### src/rtl/rx_data_sequencer.sv
`default_nettype none
// +----------------------------------------------------------------------------+
// | Module   : rx_data_sequencer                                               |
// | Desc     : Receive packet sequencer: PID check, payload capture, length    |
// |            and CRC16 residue check, hold-until-ack handshake.              |
// |            Optional idle timeout enabled by defining RX_SEQ_TIMEOUT_EN.    |
// | Revision : 1.0  initial release                                            |
// +----------------------------------------------------------------------------+
module rx_data_sequencer #(
    parameter int PAYLOAD_BITS   = 64,
    parameter int TIMEOUT_CYCLES = 255
) (
    input  logic                    clock,
    input  logic                    reset,
    input  logic                    sop,
    input  logic                    bit_valid,
    input  logic                    in_bit,
    input  logic                    eop,
    input  logic [15:0]             crc_residue,
    input  logic                    pkt_ack,
    output logic                    crc_do,
    output logic                    crc_clr,
    output logic [3:0]              pid,
    output logic [PAYLOAD_BITS-1:0] data,
    output logic                    pkt_valid,
    output logic                    pkt_err,
    output logic [2:0]              err_code
);

    localparam int c_BUF_W = PAYLOAD_BITS + 16;
    localparam int c_CNT_W = $clog2(PAYLOAD_BITS + 18);
    localparam logic [c_CNT_W-1:0] c_CNT_FULL = c_CNT_W'(PAYLOAD_BITS + 16);
    localparam logic [c_CNT_W-1:0] c_CNT_SAT  = c_CNT_W'(PAYLOAD_BITS + 17);
    localparam logic [15:0]        c_CRC_GOOD = 16'h800D;

    localparam logic [2:0] c_S_IDLE  = 3'd0;
    localparam logic [2:0] c_S_PID   = 3'd1;
    localparam logic [2:0] c_S_DATA  = 3'd2;
    localparam logic [2:0] c_S_CHECK = 3'd3;
    localparam logic [2:0] c_S_HOLD  = 3'd4;
    localparam logic [2:0] c_S_DRAIN = 3'd5;

    localparam logic [2:0] c_ERR_NONE    = 3'd0;
    localparam logic [2:0] c_ERR_PID     = 3'd1;
    localparam logic [2:0] c_ERR_LEN     = 3'd2;
    localparam logic [2:0] c_ERR_CRC     = 3'd3;
    localparam logic [2:0] c_ERR_OVERRUN = 3'd4;
    localparam logic [2:0] c_ERR_TIMEOUT = 3'd5;

    logic [2:0]              r_state;
    logic [2:0]              r_state_next;
    logic [6:0]              r_pid_sr;
    logic [2:0]              r_pid_cnt;
    logic [3:0]              r_pid_nib;
    logic [c_BUF_W-1:0]      r_buf;
    logic [c_CNT_W-1:0]      r_bit_cnt;
    logic [2:0]              r_drain_code;
    logic [3:0]              r_pid;
    logic [PAYLOAD_BITS-1:0] r_data;
    logic                    r_pkt_err;
    logic [2:0]              r_err_code;

    logic [7:0] w_pid_byte;
    logic       w_pid_done;
    logic       w_pid_ok;
    logic       w_timeout;
    logic       w_err_fire;
    logic [2:0] w_err_code;
    logic       w_load_hold;

    assign w_pid_byte = {in_bit, r_pid_sr};
    assign w_pid_done = (r_state == c_S_PID) && bit_valid && !sop && (r_pid_cnt == 3'd7);
    assign w_pid_ok   = (w_pid_byte[3:0] == ~w_pid_byte[7:4]);

`ifdef RX_SEQ_TIMEOUT_EN
    localparam int c_TO_W = $clog2(TIMEOUT_CYCLES + 1);
    logic [c_TO_W-1:0] r_idle_cnt;
    logic              w_rx_busy;

    assign w_rx_busy = (r_state == c_S_PID) || (r_state == c_S_DATA);
    // Fires on the TIMEOUT_CYCLES-th consecutive cycle without a bit.
    assign w_timeout = w_rx_busy && !bit_valid && (r_idle_cnt == c_TO_W'(TIMEOUT_CYCLES - 1));

    always_ff @(posedge clock or posedge reset) begin
        if (reset) begin
            r_idle_cnt <= '0;
        end else if (w_rx_busy && !bit_valid && !crc_clr && !w_timeout) begin
            r_idle_cnt <= r_idle_cnt + c_TO_W'(1);
        end else begin
            r_idle_cnt <= '0;
        end
    end
`else
    // Always false; TIMEOUT_CYCLES only matters when the idle counter exists.
    assign w_timeout = (TIMEOUT_CYCLES < 0);
`endif

    always_ff @(posedge clock or posedge reset) begin
        if (reset) begin
            r_state <= c_S_IDLE;
        end else begin
            r_state <= r_state_next;
        end
    end

    always_comb begin
        r_state_next = r_state;
        case (r_state)
            c_S_IDLE: begin
                if (sop) r_state_next = c_S_PID;
            end
            c_S_PID: begin
                if (sop)             r_state_next = c_S_PID;
                else if (w_timeout)  r_state_next = c_S_IDLE;
                else if (w_pid_done) r_state_next = w_pid_ok ? c_S_DATA : c_S_DRAIN;
            end
            c_S_DATA: begin
                if (sop)            r_state_next = c_S_PID;
                else if (eop)       r_state_next = c_S_CHECK;
                else if (w_timeout) r_state_next = c_S_IDLE;
            end
            c_S_CHECK: begin
                if (sop) r_state_next = c_S_PID;
                else if ((r_bit_cnt == c_CNT_FULL) && (crc_residue == c_CRC_GOOD))
                    r_state_next = c_S_HOLD;
                else
                    r_state_next = c_S_IDLE;
            end
            c_S_HOLD: begin
                if (pkt_ack) r_state_next = sop ? c_S_PID : c_S_IDLE;
            end
            c_S_DRAIN: begin
                if (eop) r_state_next = c_S_IDLE;
            end
            default: r_state_next = c_S_IDLE;
        endcase
    end

    always_comb begin
        crc_do      = 1'b0;
        crc_clr     = 1'b0;
        pkt_valid   = 1'b0;
        w_err_fire  = 1'b0;
        w_err_code  = c_ERR_NONE;
        w_load_hold = 1'b0;
        case (r_state)
            c_S_IDLE: crc_clr = sop;
            c_S_PID: begin
                if (sop) begin
                    crc_clr    = 1'b1;
                    w_err_fire = 1'b1;
                    w_err_code = c_ERR_LEN;
                end else if (w_timeout) begin
                    w_err_fire = 1'b1;
                    w_err_code = c_ERR_TIMEOUT;
                end
            end
            c_S_DATA: begin
                crc_do = bit_valid;
                if (sop) begin
                    crc_clr    = 1'b1;
                    w_err_fire = 1'b1;
                    w_err_code = c_ERR_LEN;
                end else if (!eop && w_timeout) begin
                    w_err_fire = 1'b1;
                    w_err_code = c_ERR_TIMEOUT;
                end
            end
            c_S_CHECK: begin
                w_err_fire = 1'b1;
                if (sop) begin
                    crc_clr    = 1'b1;
                    w_err_code = c_ERR_LEN;
                end else if (r_bit_cnt != c_CNT_FULL) begin
                    w_err_code = c_ERR_LEN;
                end else if (crc_residue != c_CRC_GOOD) begin
                    w_err_code = c_ERR_CRC;
                end else begin
                    w_err_fire  = 1'b0;
                    w_load_hold = 1'b1;
                end
            end
            c_S_HOLD: begin
                pkt_valid = 1'b1;
                if (sop && pkt_ack) begin
                    crc_clr = 1'b1;
                end else if (sop) begin
                    w_err_fire = 1'b1;
                    w_err_code = c_ERR_OVERRUN;
                end
            end
            c_S_DRAIN: begin
                if (eop) begin
                    w_err_fire = 1'b1;
                    w_err_code = r_drain_code;
                end
            end
            default: ;
        endcase
    end

    always_ff @(posedge clock or posedge reset) begin
        if (reset) begin
            r_pid_sr     <= '0;
            r_pid_cnt    <= '0;
            r_pid_nib    <= '0;
            r_buf        <= '0;
            r_bit_cnt    <= '0;
            r_drain_code <= c_ERR_NONE;
            r_pid        <= '0;
            r_data       <= '0;
            r_pkt_err    <= 1'b0;
            r_err_code   <= c_ERR_NONE;
        end else begin
            r_pkt_err <= w_err_fire;
            if (w_err_fire) r_err_code <= w_err_code;

            // A new packet start always restarts both bit counters.
            if (crc_clr) begin
                r_pid_cnt <= '0;
                r_bit_cnt <= '0;
            end else begin
                if ((r_state == c_S_PID) && bit_valid) begin
                    r_pid_sr  <= w_pid_byte[7:1];
                    r_pid_cnt <= r_pid_cnt + 3'd1;
                end
                if (crc_do) begin
                    r_buf <= {in_bit, r_buf[c_BUF_W-1:1]};
                    if (r_bit_cnt != c_CNT_SAT) r_bit_cnt <= r_bit_cnt + c_CNT_W'(1);
                end
            end

            if (w_pid_done) begin
                r_pid_nib <= w_pid_byte[3:0];
                if (!w_pid_ok) r_drain_code <= c_ERR_PID;
            end

            if (w_load_hold) begin
                r_pid  <= r_pid_nib;
                r_data <= r_buf[PAYLOAD_BITS-1:0];
            end
        end
    end

    assign pid      = r_pid;
    assign data     = r_data;
    assign pkt_err  = r_pkt_err;
    assign err_code = r_err_code;

endmodule
`default_nettype wire

### config.mk
export PLATFORM = sky130hd
export DESIGN_NAME = rx_data_sequencer
export DESIGN_NICKNAME = d
export VERILOG_FILES = /design/src/rtl/rx_data_sequencer.sv
export SDC_FILE = /design/constraint.sdc
export NUM_CORES = 1
export LEC_CHECK = 0
export ABC_AREA = 1
export CAP_MARGIN = 20
export CORE_ASPECT_RATIO = 1.75
export CORE_UTILIZATION = 59
export DETAILED_ROUTE_END_ITERATION = 7
export PLACE_DENSITY = 0.83
export SETUP_SLACK_MARGIN = 0.15
export SLEW_MARGIN = 0
export SYNTH_ARGS = -nofsm -noshare
export SYNTH_HDL_FRONTEND = slang
export SYNTH_SLANG_ARGS = --single-unit
export TNS_END_PERCENT = 100
### constraint.sdc
create_clock -name clock -period 17.6 [get_ports clock]
set_clock_uncertainty 0.05 [all_clocks]
set_input_delay 2.64 -clock clock [delete_from_list [all_inputs] [get_ports clock]]
set_output_delay 2.64 -clock clock [all_outputs]
set_load 0.03 [all_outputs]
# [Yosys cells after proc, flatten, opt, wreduce, memory -nomap -nowiden]
# Cells that the tools add are included.
[totals] ff_bits=177 latchBits=0 mem_bits_rw=0 mem_bits_ro=0 output_inout_bits=75 word_cells=90 mem_count=0
[classes] add_sub_neg=2 multipliers=0 div_mod_pow=0 n_lt_le_gt_ge=0 eq_ne=17 n_shift=0 mux=40 bitwise_logic=3 n_reduce_logical=17
[op_table] operator="3-bit two-way mux" n=14
[op_table] operator="7-bit two-way mux" n=3
[op_table] operator="3-bit one-hot mux with 6 select lines" n=1
[op_table] operator="16-bit equality test, second input constant" n=1
[op_table] operator="16-bit inequality test, second input constant" n=1
[op_table] operator="1-bit two-way mux" n=15
[op_table] operator="7-bit inequality test, second input constant" n=2
[op_table] operator="3-bit one-hot mux with 4 select lines" n=1
[op_table] operator="3-bit equality test, second input constant" n=3
[op_table] operator="2-bit two-way mux" n=4
[op_table] operator="2-bit AND reduction" n=4
[op_table] operator="7-bit by 1-bit adder with 7-bit output, second input constant" n=1
[op_table] operator="7-bit equality test, second input constant" n=1
[op_table] operator="3-bit by 2-bit equality test with 1-bit output, second input constant" n=2
[op_table] operator="2-bit inequality test, second input constant" n=3
[op_table] operator="3-bit inequality test, second input constant" n=2
[op_table] operator="2-bit nonzero test" n=3
[op_table] operator="1-bit logical AND" n=5
[op_table] operator="5-bit AND reduction" n=1
[op_table] operator="4-bit equality test" n=1
[op_table] operator="4-bit inverter" n=1
[op_table] operator="1-bit one-hot mux with 4 select lines" n=1
[op_table] operator="3-bit by 1-bit adder with 3-bit output, second input constant" n=1
[op_table] operator="3-bit by 1-bit equality test with 1-bit output, second input constant" n=1
[op_table] operator="other kinds (6)" n=7

# [Logic depth before layout (Yosys ltp)]
[logic_depth] word_depth=7 mapped_depth=13

# [Least setup slack after synthesis]
# Ideal clock, no wire load.
[synth_path] path_kind="input-to-output" startpoint="input port bit_valid" endpoint="output port crc_do" t_arrival_ns=3.306 path_slack_ns=11.604 stages=3 n_path_buf=1 path_cell_list="inv_1 nor2_2 clkbuf_1"
[synth_between] elab_chain_len=1
[synth_lines] element="from (decl)" line="16" rtl="input logic bit_valid,"
[synth_lines] element="1-bit two-way mux" line="146" rtl="case (r_state)"
[synth_lines] element="to (decl)" line="21" rtl="output logic crc_do,"
# Every way passes these cells.

# [Worst setup path in the final report]
[layout_path] startpoint="input port sop" endpoint="output port crc_clr"
[layout_between] elab_chain_len=3
[layout_lines] element="from (decl)" line="15" rtl="input logic sop,"
[layout_lines] element="1-bit logical AND" line="185" rtl="if (sop && pkt_ack) begin"
[layout_lines] element="1-bit two-way mux" line="185"
[layout_lines] element="1-bit one-hot mux with 3 select lines (*)" line="146"
[layout_lines] element="to (decl)" line="22" rtl="output logic crc_clr,"
# Mark *: on every way between the ends. The rest lies on a longest branch, timed or not.

==> summary.txt <==
Setup ws final: 10.70 ns
DR vias: 5816
Nets: 962
Seq/Total Area, Yosys: 60.3%
Layout cell share with drive strength beyond 1: 5.18%
First-pass GRT wire length: 25000 microns
CP max FO: 6
Metal2 WL: 8130 microns
Met1 WL: 6010 microns
DRC: 0
Slew headroom: 35.8%
Met3 routed WL: 458 microns
Synthesized flop and latch total: 177
Worst setup path class: input port to primary output
Outcome: completed
Wirelength per Cell: 13.4 microns
# Post-CTS Setup Buffers: 0
Port-buffer cells: 97
Number of library cell types mapped by synthesis: 25
Pre-CTS setup slack: 10.70 ns
Vias/cell: 5.23
FP Rows: 53
Max_cap viols: 0
CTS tree: done
Crit end category: primary output
Synth area leader: dfrtp_1
DP HPWL: 9120 microns
RSZ-0062 raised after global routing: false
Worst Path Arrival: 4.21 ns
Synth top area cells: dfrtp_1, nand2_1, nand3_1
Cell count after synthesis: 853
Remaining antenna violation count: 0
Post-Synthesis Net Count: 881
Final Cycle Share: 39.2%
PostCTS Resize Cnt: 0
H-tree levels: 4
Largest net degree at the start of global routing: 101
CTS Buf Count: 17
Placed cells: 1080
Gpl congestion: 0.821
Fmax: 145 MHz
Setup TNS: 0 ns
Total congestion overflow: 0
Most common cell after layout, fill and taps aside: nand2_1
Layout fillers: 943
Highest metal used: met4
Shortest period the worst path allows: 6.90 ns
Slew @ Worst Pin: 0.963 ns
Worst EP required: 14.91 ns
Initial antenna violation count: 0
Nature of the critical path startpoint: input port
Cts hold-fix bufs: 0
Final antenna diode count: 0
Clk sinks: 177
Commonest cells after routing, fill and taps aside: nand2_1, dfrtp_1, clkdlybuf4s50_1
Die width: 86.3 microns
# setup viols final: 0
DRT Pass-1 Iters: 6
Gr usage total: 24.8%
Mean Syn Cell Area: 8.61 sq um
Worst-Skew Late Latency: 0.42 ns
Die Ht: 150 microns
Peak supply drop: 0.108 mV
Ports: 98
Ys Warns: 0
CTS clock-pin slew for the worst setup and hold paths: 0.07 ns
Slew Viols, Final: 0
Root buffer cell: clkbuf_16
Pwr Density: 103 nW/um^2
Final hold viol count: 0
Detailed Route WL: 14900 microns
Fin cells: 1111
Core Box Area: 12100 sq um
Initial Utilization: 60.8%
Clock tree buffer depth: 2
Post-Syn Area: 7340 sq um
Vias in the first global route: 5354
Hold Crit Class: flip-flop to flip-flop
Synth-to-Final Area Change: 21.7%
Die ar.: 12900 sq um
Area share of the largest cell type after synthesis: 60.3%
Starting DRT DRC Count: 522
Pleak: 0.00481 uW
## cells in the mapped netlist, drive strengths merged
cell,n
a21o,1
a21oi,9
buf,34
clkbuf,7
dfrtp,177
ha,5
inv,30
nand2,426
nand3,96
nand4,7
nor2,32
nor3,5
o21ai,16
o2bb2ai,1
xnor2,3
xor2,4
## worst max-delay path, stage by stage
cell,delay [ns]
clkdlybuf4s50_1,0.57
o21ai_2,0.10
inv_2,0.07
o21ai_4,0.05
inv_2,0.10
clkdlybuf4s50_1,0.67
## per-layer routing
layer | vias up | GRT usage, %
li1 | 2835 | -
met1 | 2805 | 30.6
met2 | 153 | 43.5
met3 | 23 | 4.69
met4 | 0 | 8.42
met5 | - | 0
## path summary, 6_finish.rpt
path	from	endpoint	slack, ns	cells after the start
max	sop	crc_clr	10.70	6
min	data[45]$_DFFE_PP0P_	data[45]$_DFFE_PP0P_	0.42	2
max reg2reg	r_state[2]$_DFFE_PP0P_	r_buf[79]$_DFFE_PP0P_	14.49	8
min reg2reg	data[45]$_DFFE_PP0P_	data[45]$_DFFE_PP0P_	0.42	2
max in group asynchronous	reset	r_pid_nib[0]$_DFFE_PP0P_	13.22	3
min in group asynchronous	reset	r_bit_cnt[0]$_DFFE_PP0P_	2.69	2
## report_power, final
| part | leakage (uW) | switching, uW | total, uW | internal, uW |
|---|---|---|---|---|
| Sequential | 0.00245 | 14.6 | 436 | 422 |
| Combinational | 0.00208 | 72.4 | 106 | 33.1 |
| Clock | 0.000279 | 164 | 377 | 213 |
| Total | 0.00481 | 251 | 919 | 668 |
## kinds of logic (layout without fill, tap and decap cells)
kind of cell / count (synthesis) / after routing / share of synthesized area [%]
AO/OA/AOI/OAI: 27 / 27 / 2.03
adder cells (fa/ha/maj): 5 / 5 / 0.852
XOR/XNOR: 7 / 7 / 0.835
AND/OR/NAND/NOR: 566 / 566 / 31.2
buffers and inverters: 71 / 164 / 4.79
flip-flops: 177 / 177 / 60.3
## final cells by class
cell class                 instances  area (sq um)  area share [%]
clock buffer                      17           425            4.76
clock inverter                    14           168            1.88
inverter                          30           118            1.32
timing repair buffer             103          1020            11.4
tap                              165           206            2.31
multi-input combinational        605          2570            28.8
sequential                       177          4430            49.6
## state kept, by name, summed over array words and instances (netlist names)
signal        flops
r_drain_code      1
r_pid_cnt         3
r_state           3
data             64
r_pid_sr          7
err_code          3
pid               4
pkt_err           1
r_pid_nib         4
r_buf            80
r_bit_cnt         7
## per-stage QoR
step | hold WS, ns | cell area, sq um | util (%) | total power, uW
finish | 0.417 | 8940 | 74.0 | 919
global route | 0.433 | 8940 | 74.0 | 954
CTS | 0.424 | 8940 | 74.0 | 924
detailed placement | 0.407 | 8340 | 69.1 | 549
global placement | 0.391 | 8340 | 69.1 | 546
floorplan | 0.378 | 7340 | - | 518
Note: power is estimated with default switching activity, not from simulation.
